[src/rtl/vram_blit_engine_if.sv]
// Avalon-MM CPU slave and VRAM port A signals of the text-mode blit engine, grouped.
// slave is the engine's view; master is the bus / RAM side that drives requests and read data.
interface vram_blit_engine_if;
    logic        avl_read;
    logic        avl_write;
    logic        avl_cs;
    logic [3:0]  avl_byte_en;
    logic [11:0] avl_addr;
    logic [31:0] avl_writedata;
    logic [31:0] avl_readdata;
    logic        avl_waitrequest;
    logic [10:0] vram_addr;
    logic [31:0] vram_wdata;
    logic [3:0]  vram_be;
    logic        vram_we;
    logic        vram_re;
    logic [31:0] vram_q;
    logic        irq;

    modport slave (
        input  avl_read, avl_write, avl_cs, avl_byte_en, avl_addr, avl_writedata, vram_q,
        output avl_readdata, avl_waitrequest, vram_addr, vram_wdata, vram_be, vram_we, vram_re, irq
    );

    modport master (
        output avl_read, avl_write, avl_cs, avl_byte_en, avl_addr, avl_writedata, vram_q,
        input  avl_readdata, avl_waitrequest, vram_addr, vram_wdata, vram_be, vram_we, vram_re, irq
    );
endinterface

[src/rtl/vram_blit_engine.sv]
// Owns VRAM port A: arbitrates between CPU Avalon accesses and a FILL / SCROLL_UP blit engine.
// CSRs live at 0xC00-0xC02 and are always answered with zero wait, even while a blit runs.
module vram_blit_engine #(
    parameter int WORDS_PER_ROW = 40,
    parameter int ROWS          = 30
) (
    input logic               clk,
    input logic               rst,
    vram_blit_engine_if.slave bus
);
    localparam logic [10:0] LAST_WORD  = 11'(WORDS_PER_ROW * ROWS - 1);
    localparam logic [10:0] LAST_COPY  = 11'((ROWS - 1) * WORDS_PER_ROW - 1);
    localparam logic [10:0] ROW_STRIDE = 11'(WORDS_PER_ROW);

    typedef enum logic [2:0] {IDLE, FILL, SC_RD, SC_WR, SC_BLANK} state_t;

    state_t      state, state_next;
    logic [10:0] ptr, ptr_next;
    logic [31:0] fill;
    logic [1:0]  op;
    logic        ie;
    logic        done;
    logic        rd_pend;
    logic        busy;

    logic        access, csr_sel, csr_hit, vram_sel;
    logic        cmd_wr, fill_wr, status_wr;
    logic        abort_req, start_req, start_go, done_clr;
    logic        cpu_idle, cpu_wr, cpu_rd;
    logic        eng_we, eng_re, finish;
    logic [10:0] eng_addr;
    logic [31:0] eng_wdata;
    logic [31:0] csr_rdata;

    assign busy     = (state != IDLE);
    assign access   = bus.avl_cs & (bus.avl_read | bus.avl_write);
    assign csr_sel  = access & (bus.avl_addr[11:10] == 2'b11);
    assign csr_hit  = (bus.avl_addr[9:2] == 8'h00);
    assign vram_sel = access & ~bus.avl_addr[11];

    assign cmd_wr    = csr_sel & bus.avl_write & csr_hit & (bus.avl_addr[1:0] == 2'd0);
    assign fill_wr   = csr_sel & bus.avl_write & csr_hit & (bus.avl_addr[1:0] == 2'd1);
    assign status_wr = csr_sel & bus.avl_write & csr_hit & (bus.avl_addr[1:0] == 2'd2);

    // ABORT beats START in the same write; OP=1x is not a command
    assign abort_req = cmd_wr & bus.avl_writedata[3];
    assign start_req = cmd_wr & bus.avl_writedata[0] & ~bus.avl_writedata[3] & ~bus.avl_writedata[2];
    assign start_go  = start_req & ~busy;
    assign done_clr  = status_wr & bus.avl_writedata[1];

    assign cpu_idle = ~busy;
    assign cpu_wr   = vram_sel & bus.avl_write & cpu_idle;
    assign cpu_rd   = vram_sel & ~bus.avl_write & bus.avl_read & cpu_idle;

    always_comb begin
        state_next = state;
        ptr_next   = ptr;
        eng_we     = 1'b0;
        eng_re     = 1'b0;
        eng_addr   = ptr;
        eng_wdata  = fill;
        finish     = 1'b0;
        case (state)
            IDLE: begin
                if (start_go) begin
                    ptr_next   = '0;
                    state_next = bus.avl_writedata[1] ? SC_RD : FILL;
                end
            end
            FILL, SC_BLANK: begin
                eng_we = 1'b1;
                if (ptr == LAST_WORD) begin
                    state_next = IDLE;
                    finish     = 1'b1;
                end else begin
                    ptr_next = ptr + 11'd1;
                end
            end
            SC_RD: begin
                eng_re     = 1'b1;
                eng_addr   = ptr + ROW_STRIDE;
                state_next = SC_WR;
            end
            SC_WR: begin
                eng_we     = 1'b1;
                eng_wdata  = bus.vram_q;
                ptr_next   = ptr + 11'd1;
                state_next = (ptr == LAST_COPY) ? SC_BLANK : SC_RD;
            end
            default: state_next = IDLE;
        endcase
        // an abort drops the access of this very cycle, so nothing lands after the CMD write
        if (abort_req && busy) begin
            state_next = IDLE;
            eng_we     = 1'b0;
            eng_re     = 1'b0;
            finish     = 1'b0;
        end
    end

    always_ff @(posedge clk or posedge rst) begin
        if (rst) begin
            state   <= IDLE;
            ptr     <= '0;
            fill    <= '0;
            op      <= '0;
            ie      <= 1'b0;
            done    <= 1'b0;
            rd_pend <= 1'b0;
        end else begin
            state   <= state_next;
            ptr     <= ptr_next;
            rd_pend <= cpu_rd & ~rd_pend;
            if (fill_wr)
                fill <= bus.avl_writedata;
            if (cmd_wr) begin
                op <= bus.avl_writedata[2:1];
                ie <= bus.avl_writedata[4];
            end
            if (finish)
                done <= 1'b1;
            else if (start_go || done_clr)
                done <= 1'b0;
        end
    end

    always_comb begin
        csr_rdata = '0;
        if (csr_hit) begin
            case (bus.avl_addr[1:0])
                2'd0:    csr_rdata = {29'b0, ie, op};
                2'd1:    csr_rdata = fill;
                2'd2:    csr_rdata = {30'b0, done, busy};
                default: csr_rdata = '0;
            endcase
        end
    end

    // outputs are forced low for as long as reset is held
    always_comb begin
        bus.avl_readdata    = '0;
        bus.avl_waitrequest = 1'b0;
        bus.vram_addr       = '0;
        bus.vram_wdata      = '0;
        bus.vram_be         = '0;
        bus.vram_we         = 1'b0;
        bus.vram_re         = 1'b0;
        bus.irq             = 1'b0;
        if (!rst) begin
            bus.irq = done & ie;
            if (busy) begin
                bus.vram_addr  = eng_addr;
                bus.vram_wdata = eng_wdata;
                bus.vram_be    = eng_we ? 4'hF : 4'h0;
                bus.vram_we    = eng_we;
                bus.vram_re    = eng_re;
            end else if (cpu_wr) begin
                bus.vram_addr  = bus.avl_addr[10:0];
                bus.vram_wdata = bus.avl_writedata;
                bus.vram_be    = bus.avl_byte_en;
                bus.vram_we    = 1'b1;
            end else if (cpu_rd) begin
                bus.vram_addr = bus.avl_addr[10:0];
                bus.vram_re   = ~rd_pend;
            end
            if (vram_sel) begin
                if (!cpu_idle)
                    bus.avl_waitrequest = 1'b1;
                else if (cpu_rd) begin
                    bus.avl_waitrequest = ~rd_pend;
                    bus.avl_readdata    = rd_pend ? bus.vram_q : 32'h0;
                end
            end
            if (csr_sel && bus.avl_read && !bus.avl_write)
                bus.avl_readdata = csr_rdata;
        end
    end
endmodule

[src/flat_wrapper.sv]
// flat-port wrapper written by rule: the top's interface ports become plain ports
module vram_blit_engine_flat 
#(
    parameter int WORDS_PER_ROW = 40,
    parameter int ROWS          = 30
)
  (clk, rst, bus_avl_read, bus_avl_write, bus_avl_cs, bus_avl_byte_en, bus_avl_addr, bus_avl_writedata, bus_vram_q, bus_avl_readdata, bus_avl_waitrequest, bus_vram_addr, bus_vram_wdata, bus_vram_be, bus_vram_we, bus_vram_re, bus_irq);
  vram_blit_engine_if bus_i ();
  input logic clk;
  input logic rst;
  input wire logic [$bits(bus_i.avl_read)-1:0] bus_avl_read;
  input wire logic [$bits(bus_i.avl_write)-1:0] bus_avl_write;
  input wire logic [$bits(bus_i.avl_cs)-1:0] bus_avl_cs;
  input wire logic [$bits(bus_i.avl_byte_en)-1:0] bus_avl_byte_en;
  input wire logic [$bits(bus_i.avl_addr)-1:0] bus_avl_addr;
  input wire logic [$bits(bus_i.avl_writedata)-1:0] bus_avl_writedata;
  input wire logic [$bits(bus_i.vram_q)-1:0] bus_vram_q;
  output wire logic [$bits(bus_i.avl_readdata)-1:0] bus_avl_readdata;
  output wire logic [$bits(bus_i.avl_waitrequest)-1:0] bus_avl_waitrequest;
  output wire logic [$bits(bus_i.vram_addr)-1:0] bus_vram_addr;
  output wire logic [$bits(bus_i.vram_wdata)-1:0] bus_vram_wdata;
  output wire logic [$bits(bus_i.vram_be)-1:0] bus_vram_be;
  output wire logic [$bits(bus_i.vram_we)-1:0] bus_vram_we;
  output wire logic [$bits(bus_i.vram_re)-1:0] bus_vram_re;
  output wire logic [$bits(bus_i.irq)-1:0] bus_irq;
  assign bus_i.avl_read = bus_avl_read;
  assign bus_i.avl_write = bus_avl_write;
  assign bus_i.avl_cs = bus_avl_cs;
  assign bus_i.avl_byte_en = bus_avl_byte_en;
  assign bus_i.avl_addr = bus_avl_addr;
  assign bus_i.avl_writedata = bus_avl_writedata;
  assign bus_i.vram_q = bus_vram_q;
  assign bus_avl_readdata = bus_i.avl_readdata;
  assign bus_avl_waitrequest = bus_i.avl_waitrequest;
  assign bus_vram_addr = bus_i.vram_addr;
  assign bus_vram_wdata = bus_i.vram_wdata;
  assign bus_vram_be = bus_i.vram_be;
  assign bus_vram_we = bus_i.vram_we;
  assign bus_vram_re = bus_i.vram_re;
  assign bus_irq = bus_i.irq;
  vram_blit_engine #(.WORDS_PER_ROW(WORDS_PER_ROW), .ROWS(ROWS)) u_core (.clk(clk), .rst(rst), .bus(bus_i));
endmodule
[config.mk]
export PLATFORM = sky130hd
export DESIGN_NAME = vram_blit_engine_flat
export DESIGN_NICKNAME = d
export VERILOG_FILES = /design/src/rtl/vram_blit_engine_if.sv /design/src/rtl/vram_blit_engine.sv /design/src/flat_wrapper.sv
export SDC_FILE = /design/constraint.sdc
export NUM_CORES = 1
export LEC_CHECK = 0
export ABC_AREA = 1
export CAP_MARGIN = 20
export CORE_ASPECT_RATIO = 2
export CORE_MARGIN = 4
export CORE_UTILIZATION = 45
export DETAILED_ROUTE_END_ITERATION = 8
export GPL_ROUTABILITY_DRIVEN = 0
export HOLD_SLACK_MARGIN = 0.15
export PLACE_DENSITY = 0.94
export SLEW_MARGIN = 40
export SYNTH_ARGS = -nofsm -noshare
export SYNTH_HDL_FRONTEND = slang
export SYNTH_SLANG_ARGS = --single-unit
export TNS_END_PERCENT = 30
[constraint.sdc]
create_clock -name clk -period 8.95 [get_ports clk]
set_input_delay 1.79 -clock clk [delete_from_list [all_inputs] [get_ports clk]]
set_output_delay 1.79 -clock clk [all_outputs]
set_load 0.005 [all_outputs]
* Word-level counts from Yosys, hierarchy flattened
Cells that the tools add are included.
Word-level totals: bits in registers 51, input bits 85, logic and storage cells 115
Cells by class: add/sub/neg operators 2, eq/ne operators 13, muxes and demuxes 50, reduce and logical (&&, ||, !) cells 15, bitwise logic cells 28
Operators by type and width (number):
- 2-to-1 mux 32 bit | 11
- one-hot mux 32 bit (3 select lines) | 1
- 2-to-1 mux 11 bit | 7
- one-hot mux 11 bit (3 select lines) | 1
- == test 11 bit (second input constant) | 2
- AND 1 bit | 21
- 2-to-1 mux 1 bit | 20
- 2-to-1 mux 4 bit | 4
- 2-to-1 mux 3 bit | 4
- one-hot mux 3 bit (4 select lines) | 1
- adder 11 x 1 -> 11 bit (second input constant) | 1
- adder 11 x 6 -> 11 bit (second input constant) | 1
- zero test 8 bit | 1
- == test 3 x 2 -> 1 bit (second input constant) | 2
- inequality test 3 x 1 -> 1 bit (second input constant) | 2
- NOT 1 bit | 6
- nonzero test 3 bit | 2
- == test 2 bit (second input constant) | 2
- == test 3 x 1 -> 1 bit (second input constant) | 1
- == test 3 bit (second input constant) | 1
- logical AND 1 bit | 3
- zero test 3 bit | 1
- AND reduction 3 bit | 1
- OR reduction 3 bit | 1
- other kinds (11) | 11

* Depth between registers and ports, before layout
Gate-level depths: netlist of run 1.
depth after elaboration 13, depth in mapped cells 12, mapped depth without buffers 11

* Worst setup path before layout of run 1
Ideal clock, no wire load.
path type input -> output, from input rst, to output bus_vram_we, path buffers 1, arrival 4.003 ns, slack 3.157 ns, stages on the path 4, path through clkbuf_1 clkinv_1 nand4_1 inv_1
On the way: word-level cells in the longest chain between the ends 1
Ends and longest elaborated chain:
- from (decl) | line flat_wrapper.sv:10 | input logic rst;
- 2-to-1 mux 1 bit | line vram_blit_engine.sv:149 | if (!rst) begin
- to (decl) | line flat_wrapper.sv:23 | output wire logic [$bits(bus_i.vram_we)-1:0] bus_vram_we;
No other way between the ends.

* Final worst setup path of run 1
from input rst, to output bus_avl_waitrequest
On the way: word-level cells in the longest chain between the ends 1
Ends and longest elaborated chain:
- 2-to-1 mux 1 bit | line vram_blit_engine.sv:149
- to (decl) | line flat_wrapper.sv:19 | output wire logic [$bits(bus_i.avl_waitrequest)-1:0] bus_avl_waitrequest;
No other way between the ends.

==> summary.md, run 1 <==
The number of post-CTS setup repair buffers was 0; the adder-cell area share of the yosys netlist was 0.570%. Setup repair after global routing left no endpoint under its margin. Once the floorplan was initialized, standard cells occupied 46.4% of the core. The cell count after synthesis came out at 674. The most common flop cell mapped by yosys was sky130_fd_sc_hd__dfrtp_1.

The required time at the worst-slack endpoint was 7160 ps; the number of buffers created by CTS was 5. The initial antenna violation count is 0, and the number of gates resized after cts is 0. The worst hold path begins at u_core.rd_pend$_DFF_PP0_. After detailed placement, the total cell area comes to 0.00598 sq mm.

No sink is reached through more buffers than the 2 on the longest clock path. The filler cells instantiated in the layout total 783. Across the VDD grid, the largest voltage drop is 0.105 mV. The growth of design area from synthesis to finish was 40.9%.

The core outline area came out at 0.00945 sq mm. The startpoint identified for the worst register-to-register timing path is u_core.state[0]$_DFFE_PP0P_. The netlist uses 40 different library cells.

The setup path with the least slack is of type in2out. CTS built an H-tree with a depth of 2. The worst path in the final design needs a cycle of 6300 ps, including I/O delays and setup.

The post-place setup slack is 2860 ps. The post-synthesis area per instance was 6.51 sq um. 0 antenna diodes ended up in the layout. For this run the aggregate overflow at the end of global routing stands at 0. For the final-report hold violation count, the log shows 0. By area, the combinational part of the netlist is dominated by simple AND/OR/NAND/NOR gates. Along the worst path, the maximum fanout reaches 72.

Across all layers, the routed design uses 5519 vias. The worst setup path is captured at an output port. The critical path arrival was 4510 ps. The clock latency at the later pin of the worst-skew pair is 290 ps, and the residual DRC count is 0. The transition time at the pin with the least slew margin was 798 ps. In this run the vertical extent of the chip is 148 um. In the final design database the tool counted 889 nets.

The final antenna-violating net count is 0. The clock arrives with 3.94 ps of skew. Summed over all cells, the static leakage comes to 2.47 nW. The aggregate routed wire length was 16500 um; the die width was 77.8 um. Counting every sink on the clock net gives 51. Worst min-delay path category: reg2reg. Of all flip-flops after synthesis, the portion carrying an async set or reset was 100%. The endpoint identified for the worst register-to-register timing path is u_core.ptr[7]$_DFFE_PP0P_. Cells with a size suffix above 1 make up 7.72% of the layout.

Summing all non-filler instances in the final layout gives an area of 0.00618 sq mm. Of the total synthesized cell area, the portion taken by XOR and XNOR cells is 0.399%. For the number of hold buffers added after cts, the log shows 0. The depth of the worst register-to-register path works out to 5. The cell at the root of the clock tree was sky130_fd_sc_hd__clkbuf_16. Commonest non-fill, non-tap cell in the layout: sky130_fd_sc_hd__nand2_1. Summing every instance area after synthesis gives 0.00439 sq mm. The library cells used most frequently in the layout, excluding fill and tap cells, are sky130_fd_sc_hd__nand2_1 (225), sky130_fd_sc_hd__clkdlybuf4s50_1 (166), sky130_fd_sc_hd__nand3_1 (78). STA classifies the critical path startpoint as a primary input.

In this run the power density over the cells is 158 mW/mm^2. In the routed layout, each cell is associated on average with a via count of 5.92. The number of register bits inferred by synthesis works out to 51. The die covers 0.0115 sq mm. The run gives 46.8% as the worst relative slew slack.

The run gives 29.1% as the sequential element share of the synthesized area. The count of buffers inserted at the top-level ports works out to 167. When the netlist entered floorplanning its net count stood at 761. Measured on the finished design, the core utilization comes to 65.4%. The tools report the maximum operating frequency as 159 MHz. The tools report the placed wire-length estimate as 11300 um. The launching element of the worst setup path was rst.

For the violation count after the first detailed-route iteration, the log shows 515. The via count of the first global-routing pass was 5442. The multiplexer fraction of the synthesized cell area was 0%. The first TritonRoute pass finished after 7 iterations.

The aggregate global-route resource usage was 28.0%. The flow ran to the end, and the final reports show no timing, DRC or antenna violations. Setup slack on the worst reg-to-reg path comes out at 6690 ps. The first global-routing pass estimated 26000 um of wire. The clock-pin slew on the worst setup and hold paths was 70 ps. The number of placement rows came out at 50. Yosys mapped a number of flops with a built-in enable equal to 0. Across all setup checks in the final design, the least slack found is 2650 ps. The total of endpoints with negative setup slack in the final report is 0, and the final worst-path cycle share is 70.4%. The number of primary I/O pins was 168.

After Yosys synthesis, and, or, nand and nor cells account for 44.3% of the synthesized area. TritonCTS built the clock tree. The area fraction in compound gates after synthesis is 15.5%, and the mean routed wirelength per cell is 17.7 um. Following the worst setup path forward leads to its endpoint at bus_avl_waitrequest. The summed negative setup slack over all endpoints was 0 ps. The tool flagged a number of max-cap violations equal to 0. The Yosys step of the flow raised 0 warnings. Final number of max-transition violations: 0. Entering global routing, the biggest net connects 73 pins.
how the worst min path moves through the flow:
stage | endpoint | cells after the start
5_1_grt | u_core.rd_pend$_DFF_PP0_ | 1
3_5_place_dp | u_core.rd_pend$_DFF_PP0_ | 1
3_3_place_gp | u_core.rd_pend$_DFF_PP0_ | 1
2_1_floorplan | u_core.rd_pend$_DFF_PP0_ | 1
4_1_cts | u_core.rd_pend$_DFF_PP0_ | 1
6_report | u_core.rd_pend$_DFF_PP0_ | 1
routing by layer:
layer / wire length (um) / part of all wire [%] / global-route usage (%) / vias up
met5: 0 / 0 / 0 / -
met1: 5760 / 35 / 30.2 / 2548
met4: 759 / 4.6 / 16.6 / 0
met3: 1210 / 7.3 / 3.23 / 70
met2: 8740 / 53 / 51.1 / 347
li1: - / - / - / 2554
cells in the mapped netlist (2+ instances only):
master / number / share of area, %
sky130_fd_sc_hd__nand2_2: 3 / 0.43
sky130_fd_sc_hd__xor2_1: 2 / 0.40
sky130_fd_sc_hd__nand3b_1: 2 / 0.34
sky130_fd_sc_hd__a21oi_1: 43 / 4.9
sky130_fd_sc_hd__nor2_2: 4 / 0.57
sky130_fd_sc_hd__nor3_1: 7 / 0.80
sky130_fd_sc_hd__nand2_4: 2 / 0.51
sky130_fd_sc_hd__nand4_1: 39 / 5.6
sky130_fd_sc_hd__o21ai_1: 5 / 0.57
sky130_fd_sc_hd__o211ai_1: 3 / 0.51
sky130_fd_sc_hd__buf_6: 5 / 1.3
sky130_fd_sc_hd__o21ai_2: 6 / 1.2
sky130_fd_sc_hd__clkinv_1: 2 / 0.17
sky130_fd_sc_hd__nor2_8: 2 / 0.91
sky130_fd_sc_hd__clkbuf_1: 31 / 2.7
sky130_fd_sc_hd__o21ai_0: 20 / 2.3
sky130_fd_sc_hd__a21oi_2: 3 / 0.60
sky130_fd_sc_hd__buf_2: 8 / 0.91
sky130_fd_sc_hd__dfrtp_1: 51 / 29
sky130_fd_sc_hd__ha_1: 2 / 0.57
sky130_fd_sc_hd__nor2_1: 29 / 2.5
sky130_fd_sc_hd__nand3_1: 78 / 8.9
sky130_fd_sc_hd__buf_4: 8 / 1.4
sky130_fd_sc_hd__nand2_1: 225 / 19
sky130_fd_sc_hd__nand3_2: 12 / 2.7
sky130_fd_sc_hd__a31oi_1: 32 / 4.6
sky130_fd_sc_hd__inv_1: 33 / 2.8
sky130_fd_sc_hd__inv_2: 5 / 0.43
report_power, final:
group | internal, mW | switching, mW
combinational | 0.166 | 0.302
sequential | 0.245 | 0.0185
clock | 0.160 | 0.0839
cell type report:
class | instances | area (sq um) | area share (%)
timing repair buffer | 174 | 1720 | 27.8
clock buffer | 6 | 129 | 2.08
clock inverter | 2 | 60.1 | 0.971
sequential | 51 | 1280 | 20.6
tap | 130 | 163 | 2.63
inverter | 40 | 151 | 2.45
multi-input combinational | 530 | 2680 | 43.4
critical path: stages:
cell and delay (ps):
sky130_fd_sc_hd__buf_2 80, sky130_fd_sc_hd__buf_4 630, sky130_fd_sc_hd__clkinv_2 780, sky130_fd_sc_hd__buf_4 470, sky130_fd_sc_hd__o21ai_0 180, sky130_fd_sc_hd__nor2_1 100
sky130_fd_sc_hd__clkdlybuf4s50_1 460
through the flow:
step	hold slack (ps)	cells	total power, mW
2_1_floorplan	412	674	0.555
3_3_place_gp	435	925	0.715
3_5_place_dp	446	925	0.723
4_1_cts	456	933	0.967
5_1_grt	476	933	1.02
6_report	457	933	0.976
registers in the layout, summed over array words and instances, names as in the netlist:
register,count
u_core.fill,32
u_core.state,3
u_core.done,1
u_core.rd_pend,1
u_core.op,2
u_core.ie,1
u_core.ptr,11
cell families after synthesis:
family	after synthesis
simple gates	409
compound gates	117
buf+inv	93
flops	51
xor+xnor	2
fa+ha+maj	2
Note: power is estimated with default switching activity, not from simulation.
==> run 2: changes to the inputs <==
==> constraint.sdc (replaced) <==
create_clock -name clk -period 6.1 [get_ports clk]
set_input_delay 1.22 -clock clk [delete_from_list [all_inputs] [get_ports clk]]
set_output_delay 1.22 -clock clk [all_outputs]
set_load 0.005 [all_outputs]
==> run 2 against run 1 <==
Compared with the run above:
- critical endpoint is now bus_vram_wdata[31]
- critical path depth grew 3
- wire length shrank 1.9%
- via count shrank 2.2%
- non-clock buffer count grew 1
- register-to-register slack lost 2900 ps
- first-iteration DRC count shrank 16%
- sequential share of layout area grew 0.12 points
- sequential cell count is the same
- worst hold slack lost 9.0 ps
==> summary.md, run 2 (same netlist as run 1, synthesis figures left out) <==
The run gives 890 (+0.11%) as the total number of nets in the final design. The height of the die works out to 148 um (unchanged). In this run the critical register-to-register path is captured at u_core.ptr[4]$_DFFE_PP0P_.

Setup repair after global routing left no endpoint under its margin. The largest registers in the layout are u_core.fill: 32 flops, u_core.ptr: 11 flops, u_core.state: 3 flops. The final cell utilization of the core was 65.1% (-0.38 points); the worst supply voltage drop on vdd was 0.180 mV (+72%). Ranked by flip-flop count, first place goes to u_core.fill. For the residual DRC count, the log shows 0 (unchanged). The final number of max-transition violations was 0 (unchanged).

The depth of the worst hold-timing path is 1 (unchanged), and the average vias per placed instance is 5.78 (-2.2%). The tools report the largest net degree at the start of global routing as 72 (-1.4%). The area growth from synthesis to layout is 40.1%. The critical path arrival came out at 3710 ps (-800 ps). The number of primary I/O pins came out at 168 (unchanged). The run gives 0.0115 sq mm (unchanged) as the area of the die. The maximum operating frequency was 203 MHz. The summed negative setup slack over all endpoints was 0 ps (unchanged); the core outline area was 0.00945 sq mm (unchanged). The number of antenna diodes is 0 (unchanged), and the slack of the critical path is 1170 ps (-1470 ps). The depth of the worst register-to-register path is 5 (unchanged). The aggregate routed wire length is 16200 um (-1.9%), and the combined buffer and inverter count along the critical path is 4 (-1).

The tools report the overflow left after global routing as 0 (unchanged). The final antenna-violating net count is 0 (unchanged). The maximum buffer depth of the clock tree is 2 (unchanged), and the shortest clock period the worst path allows after layout is 4930 ps. The startpoint type of the worst setup path was a primary input. The run gives 26100 um (+0.27%) as the global-route wire length before repair. Walking the worst path, the cells encountered are clkdlybuf4s50_1 -> inv_1 -> nand2_2 -> nand3b_4 -> nor2_1 -> nand2_1 -> inv_2 -> nand2_1 -> a31oi_1 -> clkdlybuf4s50_1. The logs give 5397 (-2.2%) for the count of vias placed by the detailed router and 4880 ps (-2280 ps) for the required time at the worst-slack endpoint. The number of placement rows was 50 (unchanged). The tools report the cell at the root of the clock tree as sky130_fd_sc_hd__clkbuf_16. The die width is 77.8 um (unchanged). The cell depth of the worst setup path was 10 (+3). The run gives 1.50 ps (-2.44 ps) as the worst clock skew. The tools report the violation count after the first detailed-route iteration as 434 (-16%).

For the post-place setup slack, the log shows 1180 ps (-1680 ps). The number of sinks handled by clock tree synthesis was 51 (unchanged). The worst setup path is captured at an output port. TritonCTS built the clock tree. Non-filler instance count after layout: 933 (unchanged). Startpoint of the tightest hold check path: u_core.rd_pend$_DFF_PP0_. The tools report the detailed-routing iteration count for the pre-antenna-repair pass as 5 (-2). The clock-pin slew on the worst setup and hold paths was 60 ps (about the same). The worst setup path is of the in2out kind. Count of placed standard cells including taps: 926 (+0.11%). The longest individual stage delay on the worst path works out to 560 ps (-220 ps). The tools report the via count of the first global-routing pass as 5437 (-0.092%).

Leaving out fill and tap cells, the most frequent cell in the layout is sky130_fd_sc_hd__nand2_1. The top cell types in the final layout, fill and taps aside, are sky130_fd_sc_hd__nand2_1 (225), sky130_fd_sc_hd__clkdlybuf4s50_1 (166), sky130_fd_sc_hd__nand3_1 (78). The highest net fanout along the worst path is 32 (-56%). The worst min-delay path category is reg2reg.

The mean routed wirelength per cell is 17.3 um (-1.9%), and the final worst-path cycle share is 80.7%. The leakage component of the power was 2.46 nW (-0.29%). The starting density of the core was 46.4% (unchanged). The run finished with clean final reports. For hold timing, the worst endpoint is u_core.rd_pend$_DFF_PP0_.

The total of endpoints with negative setup slack in the final report is 0 (unchanged), and the transition time at the pin with the least slew margin is 793 ps (-5.16 ps). The number of gates resized after cts was 0 (unchanged). Among all stages on the critical path, the largest delay is contributed by sky130_fd_sc_hd__clkdlybuf4s50_1. The number of hold buffers added after cts was 0 (unchanged); the number of buffers created by CTS was 5 (unchanged). The reported max-cap violation count is 0 (unchanged).

The number of inserted filler cells in the final layout was 816 (+4.2%); the clock latency at the later pin of the worst-skew pair was 280 ps (about the same). The power density relative to cell area is 219 mW/mm^2 (+39%). The count of buffers inserted at the top-level ports came out at 167 (unchanged). The aggregate global-route resource usage came out at 27.8% (-0.22 points). The placed wire-length estimate was 11400 um (+1.1%); the register-to-register path setup slack was 3800 ps (-2890 ps). The tools report the worst relative slew slack as 47.2% (+0.34 points). The gate family responsible for the most delay along the worst path is buffers and inverters.

The run gives 2 (unchanged) as the number of levels the H-tree was split into. The flip-flop count of the largest register, all copies and words added came out at 32 (unchanged). The final-report hold violation count was 0 (unchanged). Worst reg2reg path startpoint: u_core.state[2]$_DFFE_PP0P_. The proportion of layout cells with a drive suffix above 1 came out at 7.72% (unchanged). The initial antenna violation count was 0 (unchanged); the number of post-CTS setup repair buffers was 0 (unchanged).
run 2: cell count changes in the layout (fill, tap and decap cells not counted), sizes merged:
cell,before,now
clkinv,2,3
buf,8,9
bufinv,2,0
run 2: per-layer routing:
layer / GRT usage, % / share of wire, %
met1: 29.2 / 35
met2: 51.1 / 53
met3: 3.48 / 6.8
met4: 16.9 / 5.5
met5: 0 / 0
run 2: final cells by class:
type | count | area [sq um] | area share, %
Tap cell | 130 | 163 | 2.65
Timing Repair Buffer | 175 | 1730 | 28.1
Clock inverter | 1 | 5.00 | 0.0814
Multi-Input combinational cell | 530 | 2680 | 43.7
Sequential cell | 51 | 1280 | 20.8
Inverter | 40 | 153 | 2.48
Clock buffer | 6 | 139 | 2.26
run 2: report_power, final:
part,total [mW],internal [mW],switching [mW]
Combinational,0.683,0.244,0.439
Clock,0.279,0.160,0.119
Sequential,0.385,0.360,0.0250
run 2: worst max-delay path by stage:
stage | from | to | slack (ps)
final | bus_avl_read | bus_vram_wdata[31] | 1170
after floorplan | rst | bus_vram_we | 1450
after global placement | bus_avl_read | bus_vram_wdata[5] | 1210
after detailed placement | bus_avl_read | bus_vram_wdata[31] | 1180
after global routing | bus_avl_read | bus_vram_wdata[31] | 970
after CTS | bus_avl_read | bus_vram_wdata[31] | 1180
run 2: stage by stage:
| stage | hold WS [ps] | power (mW) | instance area, sq um |
|---|---|---|---|
| after CTS | 442 | 1.34 | 6140 |
| after detailed placement | 434 | 1.06 | 5990 |
| after global placement | 437 | 1.05 | 5990 |
| final | 448 | 1.35 | 6150 |
| after floorplan | 412 | 0.814 | 4390 |
| after global routing | 462 | 1.43 | 6150 |
run 2: worst register-to-register path, cell delays in order (launching register included):
cell and delay, ps:
sky130_fd_sc_hd__dfrtp_1 440, sky130_fd_sc_hd__clkinv_2 420, sky130_fd_sc_hd__nand3_4 520, sky130_fd_sc_hd__nand2_1 510
sky130_fd_sc_hd__o21ai_0 180, sky130_fd_sc_hd__o21ai_1 150
==> run 3: changes to the inputs <==
==> constraint.sdc (replaced) <==
create_clock -name clk -period 4.65 [get_ports clk]
set_input_delay 0.93 -clock clk [delete_from_list [all_inputs] [get_ports clk]]
set_output_delay 0.93 -clock clk [all_outputs]
set_load 0.005 [all_outputs]
==> run 3 against run 2 <==
Compared with the run above:
- clock power increased by 56%
- first-iteration DRC count is 9.2% higher
- count of clock-buffer cells in the layout stayed put
- final cell count grew 0.75%
- global-route usage is 0.77 points higher
- sequential share of layout area down 0.28 points
- sequential power grew 37%
- clock skew grew 5.0 ps
- register-to-register slack worse by 1500 ps
- critical path type unchanged
- largest cell class unchanged
==> summary.md, run 3 (same netlist as run 1, synthesis figures left out) <==
The run finished with clean final reports. The tools report the final cell utilization of the core as 66.0% (+0.90 points). The residual DRC count is 0 (unchanged), and the placed wire-length estimate is 11900 um (+3.7%). The longest individual stage delay on the worst path was 560 ps (about the same); the final number of max-transition violations was 0 (unchanged).

The gate family responsible for the most delay along the worst path was buffers and inverters. In the layout the commonest cells are sky130_fd_sc_hd__nand2_1 (225), sky130_fd_sc_hd__clkdlybuf4s50_1 (166), sky130_fd_sc_hd__nand3_1 (78). Total number of nets in the final design: 896 (+0.67%).

The run gives 0 (unchanged) as the number of hold buffers added after cts. The number of primary I/O pins is 168 (unchanged), and the starting density of the core is 46.4% (unchanged). The run gives 474 (+9.2%) as the violation count after the first detailed-route iteration. The clock-pin slew on the worst setup and hold paths was 70 ps (about the same). The transition time at the pin with the least slew margin was 792 ps (-0.645 ps); the maximum buffer depth of the clock tree was 2 (unchanged).

The worst relative slew slack is 47.2% (about the same), and the largest net degree at the start of global routing is 72 (unchanged). For the required time at the worst-slack endpoint, the log shows 3720 ps (-1160 ps). The mean routed wirelength per cell works out to 17.5 um (+1.2%). The startpoint type of the worst setup path is a primary input. STA classifies the critical path endpoint as an output port. For the slack of the critical path, the log shows 409 ps (-765 ps). The worst min-delay path category was reg2reg.

For the register-to-register path setup slack, the log shows 2340 ps (-1460 ps). The run gives 26500 um (+1.6%) as the global-route wire length before repair. Walking the worst path, the cells encountered are clkdlybuf4s50_1 -> inv_1 -> nand2_2 -> nand3b_4 -> nor2_8 -> nand3_4 -> nor2_8 -> buf_12 -> nand3_1 -> a21oi_1 -> clkdlybuf4s50_1. The depth of the worst register-to-register path is 9 (+4). The average vias per placed instance was 5.80 (+0.23%). TritonCTS built the clock tree.

The net switching power figure came out at 0.795 mW (+36%). Design internal power: 1.07 mW (+40%). Cell at the root of the clock tree: sky130_fd_sc_hd__clkbuf_16. The height of the die was 148 um (unchanged). The endpoint identified for the worst register-to-register timing path is u_core.state[0]$_DFFE_PP0P_.

The number of placement rows came out at 50 (unchanged). The flip-flop count of the largest register, all copies and words added is 32 (unchanged), and the area of the die is 0.0115 sq mm (unchanged). The logs give 0.00623 sq mm (+1.4%) for the area of all placed cells without fillers and 0 ps (unchanged) for the summed negative setup slack over all endpoints. For the number of buffers created by CTS, the log shows 5 (unchanged).

Counting I/O delays and the setup requirement, the final critical path takes 4240 ps. The run gives 28.5% (+0.77 points) as the aggregate global-route resource usage. For the final antenna-violating net count, the log shows 0 (unchanged). The total of endpoints with negative setup slack in the final report is 0 (unchanged).

The cell depth of the worst setup path was 11 (+1). Setup repair after global routing left no endpoint under its margin. The count of vias placed by the detailed router was 5450 (+0.98%); the clock latency at the later pin of the worst-skew pair was 300 ps (+20 ps). The tools report the worst hold path endpoint as u_core.rd_pend$_DFF_PP0_.

The number of inserted filler cells in the final layout was 822 (+0.74%). The final-report hold violation count was 0 (unchanged); the combinational share of power was 48.4% (-2.3 points). The tools report the core outline area as 0.00945 sq mm (unchanged). u_core.fill holds more flip-flops than any other register. The kind of critical path is in2out. The commonest non-fill, non-tap cell in the layout was sky130_fd_sc_hd__nand2_1. The leakage component of the power is 2.51 nW (+1.9%).

The startpoint identified for the worst register-to-register timing path is u_core.state[1]$_DFFE_PP0P_. The logs give 0 (unchanged) for the overflow left after global routing and 0 (unchanged) for the number of post-CTS setup repair buffers. The logs give 0.00605 sq mm (+0.94%) for the cell area reported after detailed placement and 0 (unchanged) for the reported max-cap violation count. The slowest stage cell on the critical path was sky130_fd_sc_hd__clkdlybuf4s50_1.

From synthesis to final layout, the design area changed by 42.0%. The detailed-routing iteration count for the pre-antenna-repair pass is 5 (unchanged), and the final worst-path cycle share is 91.2%. The combined buffer and inverter count along the critical path came out at 4 (unchanged). The largest registers in the layout are u_core.fill: 32 flops, u_core.ptr: 11 flops, u_core.state: 3 flops.

The clock network power share was 23.4% (+2.7 points). Based on the critical path, the design can be clocked at up to 236 MHz. The highest net fanout along the worst path was 18 (-44%).

Proportion of layout cells with a drive suffix above 1: 8.40% (+0.67 points). The switching part of the total was 42.6% (-0.66 points). The proportion of power drawn by flip-flops and latches was 28.2% (-0.3 points). The number of sinks handled by clock tree synthesis was 51 (unchanged); the aggregate routed wire length was 16500 um (+2.0%). The run gives 0 (unchanged) as the number of gates resized after cts.

The tools report the startpoint of the tightest hold check path as u_core.rd_pend$_DFF_PP0_. The critical path arrival is 3310 ps (-400 ps), and the die width is 77.8 um (unchanged). Count of buffers inserted at the top-level ports: 167 (unchanged). The worst clock skew is 6.52 ps (+5.01 ps). Power density relative to cell area: 299 mW/mm^2 (+36%).

The depth of the worst hold-timing path works out to 1 (unchanged). The worst supply voltage drop on vdd is 0.278 mV (+54%), and the initial antenna violation count is 0 (unchanged). The run gives 2 (unchanged) as the number of levels the H-tree was split into. The via count of the first global-routing pass was 5396 (-0.75%). The overall power consumption came out at 1.86 mW (+38%). The tools report the number of antenna diodes as 0 (unchanged).

The run gives 424 ps (-753 ps) as the post-place setup slack.
run 3: power groups by stage:
stage | registers [mW] | clock network (mW) | logic [mW]
floorplan | 0.501 | 0 | 0.568
global placement | 0.530 | 0 | 0.867
detailed placement | 0.531 | 0 | 0.883
CTS | 0.523 | 0.441 | 0.886
global route | 0.531 | 0.454 | 0.975
finish | 0.526 | 0.436 | 0.901
run 3: worst max-delay path by stage:
stage | startpoint | endpoint | slack, ps
6_report | bus_avl_read | bus_avl_readdata[28] | 410
5_1_grt | bus_avl_read | bus_avl_readdata[31] | 300
4_1_cts | bus_avl_read | bus_avl_readdata[28] | 410
3_5_place_dp | bus_avl_read | bus_avl_readdata[28] | 420
3_3_place_gp | bus_avl_read | bus_avl_readdata[6] | 500
2_1_floorplan | rst | bus_vram_we | 580
run 3: worst register-to-register path, stage by stage, from the launching register on:
cell	delay, ps
sky130_fd_sc_hd__dfrtp_1	760
sky130_fd_sc_hd__inv_1	220
sky130_fd_sc_hd__nand2_4	300
sky130_fd_sc_hd__inv_2	180
sky130_fd_sc_hd__nor2_1	150
sky130_fd_sc_hd__nand4_2	210
sky130_fd_sc_hd__nand2_1	120
sky130_fd_sc_hd__nand2_1	110
sky130_fd_sc_hd__nand2_1	80
sky130_fd_sc_hd__o21ai_1	70
run 3: final cells by class:
cell class              count  area (sq um)  share of cell area [%]
clock buffers               6           139                    2.23
repair buffers            181          1780                    28.6
flip-flops and latches     51          1280                    20.5
inverters                  40           150                    2.41
multi-input cells         530          2680                    43.1
clock inverters             2          35.0                   0.562
well taps                 130           163                    2.61
run 3: through the flow:
step / hold WS, ps / instances
after floorplan: 412 / 674
after global placement: 430 / 932
after detailed placement: 433 / 932
after CTS: 444 / 940
after global routing: 472 / 940
final: 445 / 940
run 3: routing by layer:
| layer | vias to the layer above | part of all wire [%] | global-route usage [%] |
|---|---|---|---|
| met3 | 73 | 6.4 | 4.21 |
| met1 | 2509 | 36 | 30.9 |
| met4 | 0 | 5.3 | 19.1 |
| met5 | - | 0 | 0 |
| li1 | 2566 | - | - |
| met2 | 302 | 53 | 50.4 |
